### src/rtl/det_pkg.sv
// Shared state encoding, sizing constants and status codes for the matrix fetch sequencer.
// Pure declarations: no latency, no flow control.
package det_pkg;

    typedef enum logic [1:0] {
        IDLE  = 2'd0,
        REQ   = 2'd1,
        DRAIN = 2'd2,
        DONE  = 2'd3
    } state_e;

    localparam int MAX_DIM         = 32;
    localparam int ROW_STRIDE      = 32;
    localparam int MAX_BURST       = 4;
    localparam int MAX_OUTSTANDING = 8;

    localparam logic DET_STATUS_READY = 1'b0;
    localparam logic DET_STATUS_BUSY  = 1'b1;

endpackage

### src/rtl/matrix_wr_addr_gen.sv
// Row/column write pointer for the local matrix RAM; address is combinational from the counters.
// Advances one word per adv_i with no stall of its own; last_o marks element (N-1, N-1).
module matrix_wr_addr_gen
    import det_pkg::*;
#(
    parameter int RAM_AW = 10
) (
    input  logic              clk,
    input  logic              reset,
    input  logic              clr_i,
    input  logic [5:0]        n_i,
    input  logic              adv_i,
    output logic [RAM_AW-1:0] addr_o,
    output logic              last_o
);

    logic [4:0] row_q, row_d;
    logic [4:0] col_q, col_d;
    logic [5:0] n_m1;
    logic       col_end;

    assign n_m1    = n_i - 6'd1;
    assign col_end = ({1'b0, col_q} == n_m1);
    assign last_o  = col_end && ({1'b0, row_q} == n_m1);
    assign addr_o  = RAM_AW'(32'(row_q) * ROW_STRIDE + 32'(col_q));

    always_comb begin
        row_d = row_q;
        col_d = col_q;
        if (clr_i) begin
            row_d = 5'd0;
            col_d = 5'd0;
        end else if (adv_i) begin
            if (col_end) begin
                col_d = 5'd0;
                row_d = row_q + 5'd1;
            end else begin
                col_d = col_q + 5'd1;
            end
        end
    end

    always_ff @(posedge clk or negedge reset) begin
        if (!reset) begin
            row_q <= 5'd0;
            col_q <= 5'd0;
        end else begin
            row_q <= row_d;
            col_q <= col_d;
        end
    end

endmodule

### src/rtl/matrix_fetch_ctrl.sv
// Streams an N x N word matrix from Avalon memory into the local RAM using credit-limited bursts.
// RAM write lands one cycle after readdatavalid; bursts hold steady under waitrequest.
module matrix_fetch_ctrl #(
    parameter int MAX_BURST       = det_pkg::MAX_BURST,
    parameter int MAX_OUTSTANDING = det_pkg::MAX_OUTSTANDING,
    parameter int MAX_DIM         = det_pkg::MAX_DIM,
    parameter int RAM_AW          = 10
) (
    input  logic              clk,
    input  logic              reset,
    input  logic              start,
    input  logic [31:0]       base_ptr,
    input  logic [5:0]        mxsize,
    output logic              busy,
    output logic              done,
    output logic              error,
    output logic [31:0]       avm_address,
    output logic              avm_read,
    output logic [2:0]        avm_burstcount,
    input  logic              avm_waitrequest,
    input  logic [31:0]       avm_readdata,
    input  logic              avm_readdatavalid,
    output logic [RAM_AW-1:0] ram_addr,
    output logic [31:0]       ram_data,
    output logic              ram_we
);
    import det_pkg::*;

    state_e            state_q, state_d;
    logic [31:0]       addr_q, addr_d;
    logic [5:0]        n_q, n_d;
    logic [10:0]       req_rem_q, req_rem_d;
    logic [3:0]        out_q, out_d;
    logic              error_q, error_d;
    logic              ram_we_q;
    logic [31:0]       ram_data_q;
    logic [RAM_AW-1:0] ram_addr_q;
    logic              last_q;

    logic [2:0]        len;
    logic              size_ok;
    logic              start_ok;
    logic              credit_ok;
    logic              accept;
    logic              rd_vld;
    logic [RAM_AW-1:0] wr_addr;
    logic              wr_last;

    always_comb begin
        len = req_rem_q[2:0];
        if (req_rem_q >= 11'(MAX_BURST)) begin
            len = 3'(MAX_BURST);
        end
    end

    assign size_ok   = (mxsize != 6'd0) && (mxsize <= 6'(MAX_DIM));
    assign start_ok  = (state_q == IDLE) && start && size_ok;
    // Credit is judged on the registered count only, so the command cannot change under waitrequest.
    assign credit_ok = (5'(out_q) + 5'(len)) <= 5'(MAX_OUTSTANDING);
    assign avm_read  = (state_q == REQ) && credit_ok;
    assign accept    = avm_read && !avm_waitrequest;
    assign rd_vld    = avm_readdatavalid && ((state_q == REQ) || (state_q == DRAIN));

    assign avm_address    = addr_q;
    assign avm_burstcount = avm_read ? len : 3'd0;
    assign busy           = ((state_q == REQ) || (state_q == DRAIN)) ? DET_STATUS_BUSY
                                                                     : DET_STATUS_READY;
    assign done           = (state_q == DONE);
    assign error          = error_q;
    assign ram_we         = ram_we_q;
    assign ram_data       = ram_data_q;
    assign ram_addr       = ram_addr_q;

    always_comb begin
        state_d   = state_q;
        addr_d    = addr_q;
        n_d       = n_q;
        req_rem_d = req_rem_q;
        out_d     = out_q;
        error_d   = 1'b0;

        case (state_q)
            IDLE: begin
                if (start_ok) begin
                    addr_d    = base_ptr & ~32'h3;
                    n_d       = mxsize;
                    req_rem_d = 11'(mxsize) * 11'(mxsize);
                    state_d   = REQ;
                end else if (start) begin
                    error_d = 1'b1;
                end
            end
            REQ: begin
                if (accept) begin
                    addr_d    = addr_q + {27'd0, len, 2'b00};
                    req_rem_d = req_rem_q - 11'(len);
                    if (req_rem_q == 11'(len)) begin
                        state_d = DRAIN;
                    end
                end
            end
            DRAIN: begin
                // last_q is high in the cycle the final word is written to RAM.
                if (last_q) begin
                    state_d = DONE;
                end
            end
            DONE: begin
                state_d = IDLE;
            end
            default: begin
                state_d = IDLE;
            end
        endcase

        if (accept) begin
            out_d = out_d + 4'(len);
        end
        if (rd_vld) begin
            out_d = out_d - 4'd1;
        end
    end

    always_ff @(posedge clk or negedge reset) begin
        if (!reset) begin
            state_q    <= IDLE;
            addr_q     <= 32'd0;
            n_q        <= 6'd0;
            req_rem_q  <= 11'd0;
            out_q      <= 4'd0;
            error_q    <= 1'b0;
            ram_we_q   <= 1'b0;
            ram_data_q <= 32'd0;
            ram_addr_q <= '0;
            last_q     <= 1'b0;
        end else begin
            state_q   <= state_d;
            addr_q    <= addr_d;
            n_q       <= n_d;
            req_rem_q <= req_rem_d;
            out_q     <= out_d;
            error_q   <= error_d;
            ram_we_q  <= rd_vld;
            last_q    <= rd_vld && wr_last;
            if (rd_vld) begin
                ram_data_q <= avm_readdata;
                ram_addr_q <= wr_addr;
            end
        end
    end

    matrix_wr_addr_gen #(
        .RAM_AW (RAM_AW)
    ) u_wr_addr_gen (
        .clk    (clk),
        .reset  (reset),
        .clr_i  (start_ok),
        .n_i    (n_q),
        .adv_i  (rd_vld),
        .addr_o (wr_addr),
        .last_o (wr_last)
    );

endmodule

### config.mk
export PLATFORM = sky130hd
export DESIGN_NAME = matrix_fetch_ctrl
export DESIGN_NICKNAME = d
export VERILOG_FILES = /design/src/rtl/det_pkg.sv /design/src/rtl/matrix_wr_addr_gen.sv /design/src/rtl/matrix_fetch_ctrl.sv
export SDC_FILE = /design/constraint.sdc
export NUM_CORES = 1
export LEC_CHECK = 0
export BUFFER_PORTS_ARGS = -buffer_cell sky130_fd_sc_hd__buf_2
export CORE_MARGIN = 5
export CORE_UTILIZATION = 50
export DETAILED_ROUTE_END_ITERATION = 7
export PLACE_DENSITY = 0.78
export SETUP_SLACK_MARGIN = 0.05
export SKIP_LAST_GASP = 1
export SYNTH_ARGS = -nofsm -noshare
export SYNTH_HDL_FRONTEND = slang
export SYNTH_HIERARCHICAL = 1
export SYNTH_SLANG_ARGS = --single-unit
### constraint.sdc
create_clock -name clk -period 3.9 [get_ports clk]
set_input_delay 0.585 -clock clk [delete_from_list [all_inputs] [get_ports clk]]
set_output_delay 0.585 -clock clk [all_outputs]
set_load 0.005 [all_outputs]
; Word-level counts from Yosys, hierarchy flattened
; Index checks and enable logic that the tools add are counted.
[op_classes]
n_addsub = 9
n_mul = 1
div_mod_pow = 0
magnitude_cmp = 3
eq_ne = 10
shifts = 0
n_mux = 25
bitwise = 0
reduce_logical = 19
[op_table]
columns = cell, n
row1 = $mux 32, 2
row2 = $pmux 32 s2, 1
row3 = $add 32x5->32, 1
row4 = $mux 5, 6
row5 = $mux 11, 2
row6 = $pmux 11 s2, 1
row7 = $eq 5x6->1, 2
row8 = $eq 11x3->1, 1
row9 = $ge 11x3->1 const B, 1
row10 = $mul 6x6->11, 1
row11 = $sub 11x3->11, 1
row12 = $add 10x5->10, 1
row13 = $add 5x1->5 const B, 2
row14 = $logic_and 1x1->1, 8
row15 = $mux 2, 4
row16 = $mux 4, 2
row17 = $pmux 2 s4, 1
row18 = $le 6x6->1 const B, 1
row19 = $mux 3, 2
row20 = $ne 2x2->1 const B, 3
row21 = $reduce_bool 2->1, 3
row22 = $reduce_bool 6->1, 1
row23 = $sub 6x1->6 const B, 1
row24 = $add 4x3->5, 1
row25 = other kinds (13), 18
[totals]
regBits = 110
latchBits = 0
mem_bits_rw = 0
rom_bits = 0
elab_cells = 79
mem_count = 0

; Logic depth before layout (Yosys ltp)
; Gate-level depths: netlist of run 1.
[logic_depth]
ltp_word = 9
mapped_depth = 18

; Cells and area by module
; Netlist of run 1, hierarchy kept.
[by_module_without_submodules]
columns = module, instances, cells_per_inst, area_per_inst_um2
row1 = matrix_fetch_ctrl, 1, 610, 6104.6
row2 = matrix_wr_addr_gen, 1, 96, 875.8

; Worst setup path after synthesis of run 1
; OpenSTA, ideal clock, no wires.
[synth_timing]
kind = register -> register
start = reg req_rem_q[3]
end = reg addr_q[28], in the netlist avm_address[28]
arrival_ns = 3.991
required_time_ns = 3.774
setup_slack_ns = -0.217
path_stages_with_launch = 15
path_buffers = 0
path_cell_list = dfrtp_1 > or4_1 > nor3b_1 > and2b_1 > nand2_1 > inv_1 > ha_1 > inv_1 > fa_1 > xnor2_1 > nor3b_2 > o311ai_4 > nor4_1 > mux2_2 > a221o_1
[synth_between]
elab_chain_cells = 8
[synth_rtl]
columns = item, line_no
row1 = "start, declared", matrix_fetch_ctrl.sv:32  ; logic [10:0] req_rem_q, req_rem_d;
row2 = "start signal, assigned", matrix_fetch_ctrl.sv:140  ; req_rem_q <= req_rem_d;
row3 = $ge 11x3->1 *, matrix_fetch_ctrl.sv:51  ; if (req_rem_q >= 11'(MAX_BURST)) begin
row4 = $mux 3 *, matrix_fetch_ctrl.sv:51
row5 = $add 4x3->5, matrix_fetch_ctrl.sv:59  ; assign credit_ok = (5'(out_q) + 5'(len)) <= 5'(MAX_OUTSTANDING);
row6 = $le 5x4->1, matrix_fetch_ctrl.sv:59
row7 = $logic_and 1x1->1, matrix_fetch_ctrl.sv:60  ; assign avm_read = (state_q == REQ) && credit_ok;
row8 = $logic_and 1x1->1, matrix_fetch_ctrl.sv:61  ; assign accept = avm_read && !avm_waitrequest;
row9 = $ne 2x2->1 (no line), --
row10 = $reduce_and 3->1 (no line), --
row11 = "end signal, assigned", matrix_fetch_ctrl.sv:138  ; addr_q <= addr_d;
row12 = "end, declared", matrix_fetch_ctrl.sv:30  ; logic [31:0] addr_q, addr_d;
; Every way passes the cells marked *; elsewhere a longest branch is shown, timed or not. The select of a mux whose other input is x is not followed.
; A chain may end at the register's enable or synchronous reset.

; Final worst setup path of run 1
[layout_timing]
start = reg req_rem_q[5]
end = out avm_burstcount[2]
[layout_between]
elab_chain_cells = 6
[layout_rtl]
columns = item, line_no
row1 = $ge 11x3->1 *, matrix_fetch_ctrl.sv:51
row2 = $mux 3 *, matrix_fetch_ctrl.sv:51
row3 = $add 4x3->5, matrix_fetch_ctrl.sv:59
row4 = $le 5x4->1, matrix_fetch_ctrl.sv:59
row5 = $logic_and 1x1->1, matrix_fetch_ctrl.sv:60
row6 = $mux 3 *, matrix_fetch_ctrl.sv:65  ; assign avm_burstcount = avm_read ? len : 3'd0;
row7 = "end, declared", matrix_fetch_ctrl.sv:19  ; output logic [2:0] avm_burstcount,
; Every way passes the cells marked *; elsewhere a longest branch is shown, timed or not.

==> impl_results.md, run 1 <==
- Worst min-delay path category: in -> async
- Count leader, synth: dfrtp_1
- H-tree depth: 3
- ANT cells: 0
- Clk sinks: 108
- Flop2flop setup slack: -0.40 ns
- Avg Inst Size Synth: 9.89 sq um
- Simple-gate share of the synthesized area: 17.4%
- CP Capture Point: avm_burstcount[2]
- Layout Utilization: 68.1%
- DR WL/cell: 18.0 um
- Worst Skew: 0.0102 ns
- Synth cell count leaders: dfrtp_1 (108), nand2_1 (57), mux2_2 (53)
- Max Cap Viol: 0
- Slew Viols, Final: 0
- Synth area leaders: dfrtp_1 (39%), mux2_2 (8.5%), ha_1 (5.0%)
- PortBufs: 152
- Crit-path cells: or4_4, nor3b_4, and2b_2, nand2_2, inv_2, ha_4, inv_2, fa_2, xnor2_4, nor3b_4, a21oi_2, o31ai_2, o311ai_4, nor2_1, buf_2
- Netlist cell types: 70
- Synthesis Warnings: 6
- Leakage: 4.33 nW
- TritonCTS clock tree: done
- TritonCTS Buffers: 9
- Setup crit start kind: flip-flop
- Least-Margin Pin Slew: 1.01 ns
- CTS Buffer Depth: 2
- Number of global-route vias before repair: 6528
- Synth Area in XOR/XNOR: 3.33%
- Final hold vios: 0
- Crit path largest cell delay: 0.56 ns
- Synth-to-Final Area Change: 34.3%
- Cts hold-fix bufs: 0
- Root Driver: clkbuf_16
- Post-route ant nets: 0
- Die ar.: 16400 sq um
- Peak VDD IR: 0.474 mV
- Crit path max-delay cell type: or4_4
- Clk_lat worst skew: 0.36 ns
- Unrepaired setup endpoints after global routing: true
- Critical Path RT: 3.31 ns
- Ys flop type: dfrtp_1
- Worst setup path class: reg -> out
- Failing checks: setup timing
- Mux contribution to synthesized area: 13.5%
- Setup violators final: 49
- Post-placement cell area: 8160 sq um
- Sequential cell area fraction in the yosys report: 38.7%
- Peak fanout along the critical path: 4
- Slew headroom: 32.8%
- Layout cell share with drive strength beyond 1: 41.6%
- Total number of vias: 6504
- Reg-to-Reg Start: req_rem_q[5]$_DFFE_PN0P_
- Synthesized instance count: 706
- Via density: 5.88
- Power density cells: 752 nW/um^2
- Post-synth top area share: 38.7%
- Final min period: 4.33 ns
- WL final: 19.9 mm
- Global-route wire length before repair: 31.4 mm
- Final nets: 1035
- Largest family of logic cells by synthesized area: simple AND/OR/NAND/NOR gates
- CP Capture Type: output port
- Ys async rst share: 100%
- Final Cycle Share: 111%
- Post-detail-place hpwl: 12.6 mm
- Crit path from: req_rem_q[5]$_DFFE_PN0P_
- Post-route design area: 9380 sq um
- # fillers: 1052
- FF-to-FF End: avm_address[20]$_DFFE_PN0P_
- Site row count: 43
- Adder-Cell Fraction of Synth Area: 7.89%
- Compound-Gate Fraction of Synth Area: 14.2%
- I/O pin count: 157
- Die Wd: 128 um
- Setup WS post-layout: -0.430 ns
- Post-Syn Area: 6980 sq um
- Reg clk slew, reported paths: 0.07 ns
- Core footprint: 13800 sq um
- Drt drc: 0
- Largest net degree at the start of global routing: 74
- Crit path DAT: 3.75 ns
- Achievable clock frequency: 0.231 GHz
- Worst-case reg-to-reg path depth: 18
- Post-synth EDFFs: 0
- RD Place Congestion: 0.826
- Total grt overflow: 0
- Iter 0 DRT Violations: 495
- Antenna violations before repair: 2
- Yosys top cell by area: dfrtp_1
- Detailed Routing Iterations Pass 1: 5
- Post-synthesis register bit count: 108
- Initial Util: 50.7%
- Status: complete, but fails checks
- Total track usage: 23.5%
- Die H: 128 um
-- through the flow --
stage | worst slack, ns | cells | hold slack, ns | total power [mW] | TNS, ns
after floorplan | 0.0563 | 707 | 0.289 | 4.36 | 0
after global placement | -0.0721 | 1041 | 0.484 | 5.35 | -0.375
after detailed placement | -0.138 | 1041 | 0.490 | 5.47 | -1.04
after CTS | -0.304 | 1093 | 0.420 | 6.71 | -3.89
after global routing | -0.551 | 1106 | 0.453 | 7.57 | -19.42
final | -0.430 | 1106 | 0.379 | 7.05 | -11.93
-- power breakdown --
| part | switching [mW] | leakage (nW) | internal (mW) | total, mW |
|---|---|---|---|---|
| logic | 2.01 | 2.91 | 1.86 | 3.87 |
| clock network | 0.432 | 0.145 | 0.532 | 0.964 |
| registers | 0.584 | 1.28 | 1.63 | 2.21 |
| total | 3.03 | 4.33 | 4.02 | 7.05 |
-- cell families after synthesis --
group / after synthesis
xor+xnor: 25
compound gates: 146
mux: 87
fa+ha+maj: 38
other cells: 2
buf+inv: 78
flops: 108
simple gates: 222
-- worst min path at each step --
| stage | from | end | slack (ns) | cells after the start |
|---|---|---|---|---|
| 2_1_floorplan | reset | avm_address[10]$_DFFE_PN0P_ | 0.29 | 0 |
| 3_3_place_gp | ram_data[10]$_DFFE_PN0P_ | ram_data[10]$_DFFE_PN0P_ | 0.48 | 1 |
| 3_5_place_dp | ram_data[9]$_DFFE_PN0P_ | ram_data[9]$_DFFE_PN0P_ | 0.49 | 1 |
| 4_1_cts | reset | avm_address[8]$_DFFE_PN0P_ | 0.42 | 1 |
| 5_1_grt | avm_readdata[11] | ram_data[11]$_DFFE_PN0P_ | 0.45 | 2 |
| 6_report | reset | avm_address[11]$_DFFE_PN0P_ | 0.38 | 1 |
-- critical path: cells and delay by family (launching register included) --
family / cells / cell delay [ns]
compound gates: 3 / 0.53
xor+xnor: 1 / 0.17
fa+ha+maj: 2 / 0.55
buf+inv: 3 / 0.26
flops: 1 / 0.39
simple gates: 6 / 1.47
-- timing repair --
item,CTS,global route
gates resized for setup,53,76
endpoints found under the setup margin,28,50
pin swaps,25,36
cloned,1,1
buffers inserted,40,17
-- metal layers --
layer  vias up  global-route usage, %  wire length (um)  part of all wire, %
li1       2984                      -                 -                    -
met1      3184                   28.8              8020                   40
met2       283                   39.9              9710                   49
met3        49                   6.00              1660                  8.3
met4         4                   8.61               454                  2.3
met5         -                      0                25                 0.13
-- area by class of cell --
type                       instances  area, sq um  share of cell area (%)
inverter                          39          146                    1.56
clock buffer                      12          256                    2.74
sequential                       108         2700                    28.8
clock inverter                     3         46.3                   0.494
timing repair buffer             243         1580                    16.9
tap                              180          225                    2.40
multi-input combinational        521         4420                    47.1
-- sequential cells by signal, indices dropped and copies added, names as in the netlist --
| register | flops |
|---|---|
| avm_address | 30 |
| last_q | 1 |
| state_q | 2 |
| req_rem_q | 11 |
| u_wr_addr_gen/col_q | 5 |
| u_wr_addr_gen/row_q | 5 |
| error | 1 |
| n_q | 6 |
| ram_data | 32 |
| ram_addr | 10 |
| out_q | 4 |
| ram_we | 1 |
-- cell usage in the layout, fill, tap and decap left out, types with 11 or more instances in the layout --
master,count
a21oi_1,33
and3_1,12
buf_2,151
buf_4,68
buf_6,16
dfrtp_1,108
ha_1,25
inv_1,35
mux2_2,50
mux2i_1,31
nand2_1,51
nand3_1,15
nand4_1,11
nor2_1,43
nor4_4,12
o21ai_0,17
o21ai_1,11
o22ai_1,18
xnor2_1,18
Power figures use the tool's default switching activity.
==> inputs of run 2 (changes only) <==
--- a/config.mk
+++ b/config.mk
@@ -6,12 +6,11 @@
 export NUM_CORES = 1
 export LEC_CHECK = 0
 export BUFFER_PORTS_ARGS = -buffer_cell sky130_fd_sc_hd__buf_2
-export CORE_MARGIN = 5
-export CORE_UTILIZATION = 50
+export CORE_MARGIN = 2
+export CORE_UTILIZATION = 55
 export DETAILED_ROUTE_END_ITERATION = 7
-export PLACE_DENSITY = 0.78
+export PLACE_DENSITY = 0.81
 export SETUP_SLACK_MARGIN = 0.05
-export SKIP_LAST_GASP = 1
 export SYNTH_ARGS = -nofsm -noshare
 export SYNTH_HDL_FRONTEND = slang
 export SYNTH_HIERARCHICAL = 1
==> constraint.sdc (replaced) <==
create_clock -name clk -period 4.44 [get_ports clk]
set_input_delay 0.666 -clock clk [delete_from_list [all_inputs] [get_ports clk]]
set_output_delay 0.666 -clock clk [all_outputs]
set_load 0.005 [all_outputs]
==> run 2 against run 1 <==
Net effect:
- the run now ends clean
- sequential share of layout area up 3.7 points
- worst hold slack worse by 0.041 ns
- via count down 8.2%
- power down 22%
- core utilization down 1.8 points
- non-clock buffer count down 68
- die area down 17%
- clock-buffer cell count down 1
- global-route usage up 1.1 points
- combinational power down 27%
- critical endpoint is now avm_burstcount[1]
==> impl_results.md, run 2 (same netlist as run 1, synthesis figures left out) <==
- Global-route wire length before repair: 26.7 mm
- Setup crit start kind: flip-flop
- Iter 0 DRT Violations: 428
- TritonCTS clock tree: done
- Number of global-route vias before repair: 5606
- Most common cell after layout, fill and taps aside: buf_2
- WL final: 16.6 mm
- Worst-case reg-to-reg path depth: 17
- Reg-to-Reg Start: req_rem_q[6]$_DFFE_PN0P_
- Final nets: 967
- Dpl ws: 0.0179 ns
- Die Wd: 117 um
- Achievable clock frequency: 0.233 GHz
- Worst Skew: 0.00704 ns
- Via density: 5.79
- Total Power: 5.52 mW
- Total grt overflow: 0
- Least-Margin Pin Slew: 0.912 ns
- Clk sinks: 108
- Root Driver: clkbuf_16
- Power density cells: 666 nW/um^2
- Post-detail-place hpwl: 11.8 mm
- Peak fanout along the critical path: 4
- Slew Viols, Final: 0
- Post-route design area: 8300 sq um
- Non-filler instance count after layout: 1031
- Die H: 117 um
- TritonCTS Buffers: 9
- Status: completed
- Critical Path RT: 3.77 ns
- Largest net degree at the start of global routing: 56
- Drt drc: 0
- Setup WS post-layout: 0.156 ns
- I/O pin count: 157
- Unrepaired setup endpoints after global routing: true
- ANT cells: 0
- Die ar.: 13600 sq um
- Detailed Routing Iterations Pass 1: 5
- Max Cap Viol: 0
- Layout Utilization: 66.3%
- Layout cell share with drive strength beyond 1: 32.2%
- Core footprint: 12500 sq um
- # fillers: 1068
- Total number of vias: 5970
- RD Place Congestion: 0.819
- Reg clk slew, reported paths: 0.07 ns
- Post-route ant nets: 0
- Site row count: 41
- Final hold slack: 0.338 ns
- Post-placement cell area: 7920 sq um
- Flop2flop setup slack: 0.26 ns
- Most frequent cells in the layout: buf_2 (151), dfrtp_1 (108), nand2_1 (56), mux2_2 (53), nor2_1 (44)
- Placed Instances: 1009
- H-tree depth: 3
- DR WL/cell: 16.1 um
- PortBufs: 152
- CP Capture Type: output port
- Synth-to-Final Area Change: 18.9%
- Slew headroom: 39.2%
- Max FFs per register: 32
- CTS Buffer Depth: 2
- Antenna violations before repair: 0
- Leakage: 3.74 nW
- Peak VDD IR: 0.395 mV
- Initial Util: 55.8%
- FF-to-FF End: avm_address[20]$_DFFE_PN0P_
- Setup violators final: 0
- Final hold vios: 0
- Worst min-delay path category: in -> async
- Final Cycle Share: 96.5%
- Setup TNS: 0 ns
- Worst setup path class: reg -> out
- Crit path DAT: 3.62 ns
- Final min period: 4.28 ns
- Total track usage: 24.6%
- Clk_lat worst skew: 0.35 ns
[run 2: routing by layer]
metal | wire length [um] | GRT usage (%) | up-vias | part of all wire (%)
li1 | - | - | 2843 | -
met1 | 7100 | 32.0 | 2887 | 43
met2 | 8110 | 40.7 | 212 | 49
met3 | 1100 | 5.45 | 28 | 6.6
met4 | 323 | 8.71 | 0 | 1.9
met5 | 0 | 0 | - | 0
[run 2: area by class of cell]
cell class                 instances  area, sq um  area share, %
clock buffer                      11          243           2.93
multi-input combinational        521         4010           48.3
clock inverter                     5         43.8          0.528
timing repair buffer             175          936           11.3
tap                              172          215           2.59
sequential                       108         2700           32.6
inverter                          39          146           1.76
[run 2: how the worst max path moves through the flow]
stage	start	end	slack, ns	depth (start not counted)
2_1_floorplan	req_rem_q[3]$_DFFE_PN0P_	avm_address[28]$_DFFE_PN0P_	0.32	14
6_report	req_rem_q[6]$_DFFE_PN0P_	avm_burstcount[1]	0.16	15
3_5_place_dp	req_rem_q[3]$_DFFE_PN0P_	avm_burstcount[1]	0.02	15
4_1_cts	req_rem_q[3]$_DFFE_PN0P_	avm_burstcount[1]	0.06	15
5_1_grt	req_rem_q[6]$_DFFE_PN0P_	avm_burstcount[1]	-0.01	13
3_3_place_gp	req_rem_q[3]$_DFFE_PN0P_	avm_address[20]$_DFFE_PN0P_	0.13	15
[run 2: where the power goes]
part	internal, mW	leakage [nW]	total, mW	switching, mW
registers	1.43	1.28	1.92	0.486
logic	1.36	2.32	2.82	1.47
clock network	0.404	0.141	0.784	0.380
[run 2: worst max-delay path: stages, from the launching register on]
cell and delay, ns:
dfrtp_1 0.40, or4_4 0.56, nor3b_4 0.20, and2b_1 0.17, nand2_2 0.08, inv_2 0.08
ha_4 0.13, inv_2 0.04, fa_2 0.41, xnor2_2 0.16, nor3b_2 0.21, a21oi_1 0.06
o31ai_1 0.25, o311ai_2 0.19, nor2_1 0.18, buf_2 0.14
[run 2: what timing repair did]
action	in CTS	in global routing
endpoints found under the setup margin	5	10
hold buffers	0	0
buffers inserted	3	3
hold endpoints to repair	0	0
pin swaps	4	9
resized for setup	6	6
